==> config.mk <==
export PLATFORM = sky130hd
export DESIGN_NAME = wb_dma_engine
export DESIGN_NICKNAME = d
export VERILOG_FILES = /design/src/rtl/wb_dma_engine.sv
export SDC_FILE = /design/constraint.sdc
export NUM_CORES = 1
export LEC_CHECK = 0
export CAP_MARGIN = 10
export CELL_PAD_IN_SITES_DETAIL_PLACEMENT = 1
export CELL_PAD_IN_SITES_GLOBAL_PLACEMENT = 1
export CORE_ASPECT_RATIO = 0.75
export CORE_MARGIN = 2
export CORE_UTILIZATION = 41
export DETAILED_ROUTE_END_ITERATION = 6
export HOLD_SLACK_MARGIN = 0.15
export PLACE_DENSITY = 0.91
export SLEW_MARGIN = 40
export SYNTH_ARGS = -nofsm -noshare
export SYNTH_HDL_FRONTEND = slang
export SYNTH_SLANG_ARGS = --single-unit
export TNS_END_PERCENT = 5
==> constraint.sdc <==
create_clock -name wb_clk_i -period 9 [get_ports wb_clk_i]
set_input_delay 1.35 -clock wb_clk_i [delete_from_list [all_inputs] [get_ports wb_clk_i]]
set_output_delay 1.35 -clock wb_clk_i [all_outputs]
set_load 0.01 [all_outputs]
==> src/rtl/wb_dma_engine.sv <==
`timescale 1ns/1ps
// -----------------------------------------------------------------------------
// wb_dma_engine
// Word-copy DMA engine. A Wishbone slave port holds the SRC/DST/LEN/CTRL/STATUS
// registers; a Wishbone master port (DMA side of the CPU/DMA bus arbiter)
// performs one read from SRC followed by one write to DST for every word,
// with a single idle cycle between transactions so the arbiter can re-grant.
//
// Optional feature macro: DMA_TIMEOUT_EN
//   defined   : an ack watchdog drops a stalled transaction after TIMEOUT_CYC
//               cycles, sets ERR and returns to IDLE.
//   undefined : the engine waits for ack indefinitely; ERR always reads 0.
// -----------------------------------------------------------------------------
module wb_dma_engine #(
    parameter logic [31:0] BASE_ADDR   = 32'h3000_8000,
    parameter int          LEN_W       = 16,
    parameter int          TIMEOUT_CYC = 255
) (
    input  logic        wb_clk_i,
    input  logic        wb_rst_i,
    // configuration slave port
    input  logic        cfg_stb_i,
    input  logic        cfg_cyc_i,
    input  logic        cfg_we_i,
    input  logic [3:0]  cfg_sel_i,
    input  logic [31:0] cfg_adr_i,
    input  logic [31:0] cfg_dat_i,
    output logic        cfg_ack_o,
    output logic [31:0] cfg_dat_o,
    // DMA master port
    output logic        dma_stb_o,
    output logic        dma_cyc_o,
    output logic        dma_we_o,
    output logic [3:0]  dma_sel_o,
    output logic [31:0] dma_adr_o,
    output logic [31:0] dma_dat_o,
    input  logic        dma_ack_i,
    input  logic [31:0] dma_dat_i,
    // interrupt
    output logic        irq_o
);

    typedef enum logic [2:0] {
        IDLE  = 3'd0,
        RD    = 3'd1,
        GAP_W = 3'd2,
        WR    = 3'd3,
        GAP_R = 3'd4,
        FIN   = 3'd5
    } state_t;

    localparam logic [2:0] OFF_CTRL   = 3'd0;
    localparam logic [2:0] OFF_STATUS = 3'd1;
    localparam logic [2:0] OFF_SRC    = 3'd2;
    localparam logic [2:0] OFF_DST    = 3'd3;
    localparam logic [2:0] OFF_LEN    = 3'd4;

    // Replace only the byte lanes that are selected.
    function automatic logic [31:0] merge_lanes(input logic [31:0] old_v,
                                                input logic [31:0] new_v,
                                                input logic [3:0]  sel);
        logic [31:0] r;
        r = old_v;
        for (int i = 0; i < 4; i++) begin
            if (sel[i]) r[8*i +: 8] = new_v[8*i +: 8];
        end
        return r;
    endfunction

    // ---------------------------------------------------------------- state
    state_t            state, next_state;

    // programmed registers
    logic [31:0]       src_reg;
    logic [31:0]       dst_reg;
    logic [LEN_W-1:0]  len_reg;
    logic              irq_en;
    logic              done_q;
    logic              err_q;

    // working copies used during a transfer
    logic [31:0]       src_cur;
    logic [31:0]       dst_cur;
    logic [LEN_W-1:0]  rem;
    logic [31:0]       copy_buf;
    logic              abort_pend;

    // FSM side effects
    logic              fin_set;
    logic              err_set;
    logic              tmo_hit;

    // ------------------------------------------------------- config decode
    logic        cfg_hit;
    logic        cfg_req;
    logic        cfg_wr;
    logic [2:0]  cfg_off;
    logic        ctrl_wr;
    logic        stat_wr;
    logic        start_bit;
    logic        abort_bit;
    logic        start_go;
    logic        abort_wr;
    logic        abort_now;
    logic        done_clr;
    logic        err_clr;
    logic        busy;
    logic [15:0] rem_word;
    logic [31:0] rd_data;
    logic        unused_adr_bits;

    assign unused_adr_bits = ^cfg_adr_i[1:0];

    assign cfg_hit  = (cfg_adr_i[31:5] == BASE_ADDR[31:5]);
    // The !cfg_ack_o term makes a held strobe complete every other cycle.
    assign cfg_req  = cfg_stb_i & cfg_cyc_i & cfg_hit & ~cfg_ack_o;
    assign cfg_wr   = cfg_req & cfg_we_i;
    assign cfg_off  = cfg_adr_i[4:2];

    // CTRL and STATUS only look at byte lane 0.
    assign ctrl_wr  = cfg_wr & (cfg_off == OFF_CTRL)   & cfg_sel_i[0];
    assign stat_wr  = cfg_wr & (cfg_off == OFF_STATUS) & cfg_sel_i[0];

    assign busy      = (state != IDLE);
    assign start_bit = ctrl_wr & cfg_dat_i[0];
    assign abort_bit = ctrl_wr & cfg_dat_i[2];
    // ABORT written together with START cancels the START.
    assign start_go  = start_bit & ~abort_bit & ~busy;
    assign abort_wr  = abort_bit & busy;
    assign abort_now = abort_wr | abort_pend;
    assign done_clr  = stat_wr & cfg_dat_i[1];
    assign err_clr   = stat_wr & cfg_dat_i[2];

    assign rem_word  = 16'(rem);

    // Register read multiplexer; unmapped offsets read as zero.
    always_comb begin
        // NOTE: every combinational output gets a default first so no path leaves it unassigned (no latch).
        rd_data = '0;
        case (cfg_off)
            OFF_CTRL:   rd_data = {30'd0, irq_en, 1'b0};
            OFF_STATUS: rd_data = {rem_word, 13'd0, err_q, done_q, busy};
            OFF_SRC:    rd_data = src_reg;
            OFF_DST:    rd_data = dst_reg;
            OFF_LEN:    rd_data = 32'(len_reg);
            default:    rd_data = '0;
        endcase
    end

    // Config slave: registered ack/read data, register writes, DONE/ERR flags.
    always_ff @(posedge wb_clk_i or posedge wb_rst_i) begin
        // NOTE: sequential state uses non-blocking assignments so every flop samples pre-edge values.
        if (wb_rst_i) begin
            cfg_ack_o <= 1'b0;
            cfg_dat_o <= '0;
            src_reg   <= '0;
            dst_reg   <= '0;
            len_reg   <= '0;
            irq_en    <= 1'b0;
            done_q    <= 1'b0;
            err_q     <= 1'b0;
        end else begin
            cfg_ack_o <= cfg_req;
            cfg_dat_o <= (cfg_req && !cfg_we_i) ? rd_data : '0;

            if (ctrl_wr) irq_en <= cfg_dat_i[1];

            // Programming registers are frozen while a transfer runs.
            if (cfg_wr && !busy) begin
                case (cfg_off)
                    OFF_SRC: src_reg <= merge_lanes(src_reg, cfg_dat_i, cfg_sel_i);
                    OFF_DST: dst_reg <= merge_lanes(dst_reg, cfg_dat_i, cfg_sel_i);
                    OFF_LEN: len_reg <= LEN_W'(merge_lanes(32'(len_reg), cfg_dat_i, cfg_sel_i));
                    default: ;
                endcase
            end

            // A hardware set in the same cycle as a W1C clear takes priority.
            done_q <= fin_set | (done_q & ~done_clr);
            err_q  <= err_set | (err_q  & ~err_clr);
        end
    end

    // ------------------------------------------------------ ack watchdog
`ifdef DMA_TIMEOUT_EN
    localparam int TMO_W = (TIMEOUT_CYC > 1) ? $clog2(TIMEOUT_CYC + 1) : 1;

    logic [TMO_W-1:0] tmo_cnt;

    // Count stalled cycles of the current request; restart on ack or idle.
    always_ff @(posedge wb_clk_i or posedge wb_rst_i) begin
        if (wb_rst_i) begin
            tmo_cnt <= '0;
        end else if (!dma_stb_o || dma_ack_i) begin
            tmo_cnt <= '0;
        end else begin
            tmo_cnt <= tmo_cnt + TMO_W'(1);
        end
    end

    assign tmo_hit = dma_stb_o & ~dma_ack_i & (tmo_cnt == TMO_W'(TIMEOUT_CYC - 1));
`else
    localparam int unused_timeout_cyc = TIMEOUT_CYC;

    assign tmo_hit = 1'b0;
`endif

    // ------------------------------------------------------------- FSM
    // State register; reset is asynchronous so the master strobe drops at once.
    always_ff @(posedge wb_clk_i or posedge wb_rst_i) begin
        if (wb_rst_i) state <= IDLE;
        else          state <= next_state;
    end

    // Next-state logic and master-port drive.
    always_comb begin
        next_state = state;
        dma_stb_o  = 1'b0;
        dma_we_o   = 1'b0;
        dma_adr_o  = '0;
        fin_set    = 1'b0;
        err_set    = 1'b0;
        case (state)
            IDLE: begin
                if (start_go) next_state = (len_reg == '0) ? FIN : RD;
            end
            RD: begin
                dma_stb_o = 1'b1;
                dma_adr_o = src_cur;
                if (dma_ack_i) begin
                    next_state = abort_now ? IDLE : GAP_W;
                end else if (tmo_hit) begin
                    next_state = IDLE;
                    err_set    = 1'b1;
                end
            end
            GAP_W: begin
                next_state = abort_now ? IDLE : WR;
            end
            WR: begin
                dma_stb_o = 1'b1;
                dma_we_o  = 1'b1;
                dma_adr_o = dst_cur;
                if (dma_ack_i) begin
                    if (abort_now)               next_state = IDLE;
                    else if (rem == LEN_W'(1))   next_state = FIN;
                    else                         next_state = GAP_R;
                end else if (tmo_hit) begin
                    next_state = IDLE;
                    err_set    = 1'b1;
                end
            end
            GAP_R: begin
                next_state = abort_now ? IDLE : RD;
            end
            FIN: begin
                next_state = IDLE;
                fin_set    = ~abort_now;
            end
            default: next_state = IDLE;
        endcase
    end

    assign dma_cyc_o = dma_stb_o;
    assign dma_sel_o = dma_stb_o ? 4'hF : 4'h0;
    assign dma_dat_o = copy_buf;
    assign irq_o     = irq_en & (done_q | err_q);

    // Transfer datapath: working pointers, remaining count and copy buffer.
    always_ff @(posedge wb_clk_i or posedge wb_rst_i) begin
        if (wb_rst_i) begin
            src_cur  <= '0;
            dst_cur  <= '0;
            rem      <= '0;
            copy_buf <= '0;
        end else if (start_go) begin
            src_cur <= src_reg;
            dst_cur <= dst_reg;
            rem     <= len_reg;
        end else if (dma_ack_i && state == RD) begin
            copy_buf <= dma_dat_i;
            src_cur  <= src_cur + 32'd4;
        end else if (dma_ack_i && state == WR) begin
            dst_cur <= dst_cur + 32'd4;
            rem     <= rem - LEN_W'(1);
        end
    end

    // Remember an ABORT until the in-flight transaction has been acked.
    always_ff @(posedge wb_clk_i or posedge wb_rst_i) begin
        if (wb_rst_i)                 abort_pend <= 1'b0;
        else if (next_state == IDLE)  abort_pend <= 1'b0;
        else if (abort_wr)            abort_pend <= 1'b1;
    end

endmodule

Word level (Yosys, flattened, before mapping)
Cells that the tools add are included.
Word-level totals
  bits in registers: 232
  bits in latches: 0
  bits in writable memories: 0
  memory bits (read-only): 0
  input port bits: 106
  output and inout bits: 105
  logic and storage cells: 118
  memories: 0
Operators by class
  $add $sub $neg: 3
  multiply operators: 0
  div/mod/pow operators: 0
  magnitude comparators: 0
  equality and inequality tests: 12
  shifts and indexed selects: 0
  muxes and demuxes: 27
  bitwise logic cells: 28
  reduce and logical (&&, ||, !) cells: 27
Operators by type and width (count)
  $mux W32: 6
  $pmux W32 S5: 1
  $add A32 B3 Y32 const B: 2
  $pmux W32 S2: 1
  $mux W16: 3
  $reduce_and A3 Y1: 10
  $eq A27 B25 Y1 const B: 1
  $and A1 B1 Y1: 18
  $eq A16 B1 Y1 const B: 1
  $logic_not A16 Y1: 1
  $sub A16 B1 Y16 const B: 1
  $mux W3: 5
  $pmux W3 S5: 1
  $eq A3 B2 Y1 const B: 4
  $eq A3 B3 Y1 const B: 3
  $logic_not A3 Y1: 3
  $mux W1: 7
  $not A1 Y1: 7
  $eq A3 B1 Y1 const B: 2
  $reduce_bool A2 Y1: 3
  $logic_and A1 B1 Y1: 4
  $mux W2: 2
  $mux W4: 1
  $reduce_and A2 Y1: 2
  other kinds (5): 8

Depth between registers and ports, before layout
  depth in word-level cells: 14
  gate-level depth with buffers: 9
  depth with buffers taken out: 7

Least setup slack after synthesis
No wires, ideal clock.
  path type: input -> register
  start point: input cfg_adr_i[17]
  end point: register dst_reg[16]
  library setup time: 125 ps
  data arrival time: 2936 ps
  data required time: 8875 ps
  setup slack: 5939 ps
  stages: 6
  buffers on the path: 1
  cells stage by stage: nor4b_1 > nand4_1 > nor2_1 > buf_4 > nand4_2 > mux2_2
Between the ends
  cells in the longest elaborated chain, start to end: 6
Ends and longest elaborated chain
  from (decl): line 26  | input logic [31:0] cfg_adr_i,
  $eq A27 B25 Y1: line 114  | assign cfg_hit = (cfg_adr_i[31:5] == BASE_ADDR[31:5]);
  $and A1 B1 Y1 (2 in a row): line 116  | assign cfg_req = cfg_stb_i & cfg_cyc_i & cfg_hit & ~cfg_ack_o;
  named net cfg_req: line 95  | logic cfg_req;
  $and A1 B1 Y1: line 117  | assign cfg_wr = cfg_req & cfg_we_i;
  $logic_and A1 B1 Y1: line 169  | if (cfg_wr && !busy) begin
  $reduce_and A3 Y1 (no line)
  to (signal assigned): line 172  | OFF_DST: dst_reg <= merge_lanes(dst_reg, cfg_dat_i, cfg_sel_i);
  to (decl): line 75  | logic [31:0] dst_reg;
The timed path passes the listed nets, and every way through them passes these cells.
A chain may end at the register's enable or synchronous reset.

Worst setup path after layout
  start point: register state[2]
  end point: output dma_stb_o
Between the ends
  cells in the longest elaborated chain, start to end: 3
  elaborated cells on any way between the ends: 4
  classes of those cells: eq/ne (2); mux (1); reduce/logical (1)
Ends and longest elaborated chain
  from (decl): line 71  | state_t state, next_state;
  from (signal assigned): line 212  | else state <= next_state;
  $eq A3 B1 Y1 or $eq A3 B2 Y1 (tied branches): line 223  | case (state)
  $reduce_or A2 Y1 (no line) *
  $mux W1 *: line 223
  to (decl): line 31  | output logic dma_stb_o,
Every way passes the cells marked *; elsewhere a longest branch is shown, timed or not.

==> out/results.ini <==
[outcome]
outcome = finished clean

[finish]
antennaDiodeCount = 0
finalNetCount = 1424
drive_above_1_share_pct = 12.7
final_cell_count_no_fill = 1683
syn_to_final_growth_pct = 27.9
fill_cells = 2976

[sta]
timing.final.crit_share_pct = 46.8
finalHoldViolCount = 0
tightest_slew_ns = 0.882
setup_tns_ns = 0
rsz0062_at_grt = false
max-slew-margin-rel_pct = 41.1
finalMaxSlewViolations = 0
fin_worst_skew_ns = 0.0110
final-setup-viol-count = 0
max_freq_mhz = 237
period_needed_ns = 4.21

[worst_setup_path]
crit_path_max_fanout = 21
cp-end-kind = output pin
worstPathCellList = nand2b_1 -> buf_4 -> inv_1 -> clkdlybuf4s50_1
critPathMaxStageDelay_ns = 0.66
cp-start-kind = register
cp_slowest_cell = nand2b_1
cp.arrival_ns = 2.86
worstPathRequired_ns = 7.65
critPathKind = register to output pin

[routing]
viasPerCell = 5.79
drc = 0
drt_iter0_markers = 654
num_vias = 9742
dr.pass1.iters = 5
wirelength_um = 38600
wl_per_cell_um = 22.9
postRouteAntennaNets = 0

[die]
io_pins = 211
core_sq_um = 27200
start_util_pct = 42.0
dieArea_sq_um = 29200
rows = 52
die_h_um = 149
die_w_um = 197

[global_route]
grt_pass1_vias = 10600
overflow = 0
track_usage_pct = 26.5
grt_pass1_wl_um = 60400
antenna_found_initial = 0
grt_max_degree = 154

[clocking]
cts-resized-gates = 0
clk_path_buf_depth = 3
clk_pin_slew_ns = 0.06
clock-sinks = 232
root_buffer = clkbuf_16
cts_made_buffers = 24
hold_buffers = 0
h-tree-depth = 1
clock_latency_ns = 0.52
cts_tree = built
post_cts_buffers = 0

[placed_design]
gp_congestion = 0.865
portBuffers = 208
numPlacedInstances = 1639
dp_hpwl_um = 26600

[yosys]
synth_edf_count = 0
avgSynthCellArea_sq_um = 10.1
ys_types = 57
netlist_instances = 1135
syn_area_sq_um = 11400
synthArstFlopShare_pct = 100
ys.flop_type = dfrtp_1
synth_fp_nets = 1245
synth_seq_cells = 232
synth-seq-area-share_pct = 50.8
ys_warn_count = 0

[pwr]
irDropWorstVdd_mv = 0.144
power.leakage_nw = 6.65
power.density_nw_per_um2 = 213

[run]
maxCapViolCount = 0

[min_path]
worstHoldPathType = register to register

stage by stage:
stage               hold WS [ns]  setup slack (ns)  total power [mW]  utilization (%)  area, sq um
CTS                        0.473              4.79              3.12             53.7        14600
floorplan                  0.438              1.29              1.69                -        11400
global placement           0.454              4.75              2.01             50.6        13800
finish                     0.469              4.79              3.11             53.7        14600
global route               0.500              4.64              3.23             53.7        14600
detailed placement         0.459              4.62              2.05             50.6        13800
cell usage in the layout, fill, tap and decap left out, types with 3 or more instances in the layout:
| cell type | count |
|---|---|
| bufinv_16 | 3 |
| mux2i_1 | 49 |
| xnor2_1 | 13 |
| nor3_1 | 15 |
| nor4_4 | 3 |
| and4_1 | 5 |
| xor2_1 | 30 |
| nand3b_1 | 3 |
| a22oi_1 | 25 |
| ha_1 | 4 |
| clkbuf_8 | 4 |
| a221o_1 | 4 |
| a41oi_1 | 4 |
| o21ai_1 | 14 |
| nand4_2 | 5 |
| o211ai_1 | 13 |
| nor4_1 | 10 |
| nand2_1 | 186 |
| dfrtp_1 | 231 |
| clkdlybuf4s50_1 | 207 |
| o21ai_0 | 27 |
| inv_1 | 8 |
| and2_1 | 8 |
| a21oi_1 | 49 |
| clkbuf_1 | 9 |
| and3_1 | 18 |
| or4_4 | 4 |
| mux2_2 | 97 |
| nand4_1 | 19 |
| or3_1 | 5 |
| nand2b_1 | 3 |
| nor4b_1 | 3 |
| buf_4 | 13 |
| nand3_1 | 36 |
| or4_1 | 5 |
| clkbuf_16 | 25 |
| nor2_1 | 130 |
| nor2b_1 | 5 |
| nor3b_1 | 3 |
metal layers:
| layer | track usage [%] | wire [um] |
|---|---|---|
| met1 | 34.9 | 16400 |
| met2 | 43.6 | 18200 |
| met4 | 8.91 | 1300 |
| met5 | 0 | 0 |
| met3 | 5.67 | 2670 |
synthesized netlist by cell type (14+ instances only):
cell      number  area (sq um)
xor2_1        30           263
nor2_1       130           488
dfrtp_1      232          5810
mux2i_1       49           490
a21oi_1       49           245
o21ai_1       14          70.1
nand4_1       19           119
nand3_1       36           180
o21ai_0       27           135
and3_1        18           113
a22oi_1       25           188
nand2_1      186           698
nor3_1        15          75.1
clkbuf_1      51           191
mux2_2        97          1090
area by class of cell:
class	instances	area, sq um	share of cell area (%)
clock buffer	38	714	4.89
clock inverter	6	109	0.745
inverter	9	50.0	0.343
multi-input combinational	825	5300	36.3
sequential	232	5810	39.7
tap	351	439	3.01
timing repair buffer	222	2190	15.0
path summary, 6_finish.rpt:
kind                       startpoint           end  slack, ns  cells after the start
setup / recovery             state[2]     dma_stb_o       4.79                      4
min in group asynchronous    wb_rst_i  cfg_dat_o[8]       1.40                      2
max in group asynchronous    wb_rst_i   dst_cur[16]       6.30                      3
hold / removal             src_cur[1]    src_cur[1]       0.47                      2
setup reg to reg             state[1]       rem[11]       5.86                      6
hold reg to reg            src_cur[1]    src_cur[1]       0.47                      2
critical path: cells and delay by family (launching register included):
kind	cells	cell delay, ns
simple gates	1	0.66
flops	1	0.61
buf+inv	3	1.07
where the power goes:
part / internal [mW] / switching (mW)
Combinational: 0.350 / 0.421
Clock: 0.631 / 0.424
Sequential: 1.16 / 0.122
Total: 2.14 / 0.967
kinds of logic (layout without fill, tap and decap cells):
family / Yosys count / in the layout / share of synthesized area (%)
fa+ha+maj: 4 / 4 / 0.438
simple gates: 481 / 481 / 20.5
buf+inv: 78 / 275 / 2.93
xor+xnor: 43 / 43 / 3.30
mux: 146 / 146 / 13.9
flops: 232 / 232 / 50.8
compound gates: 151 / 151 / 8.20
(Power assumes the default switching activity.)
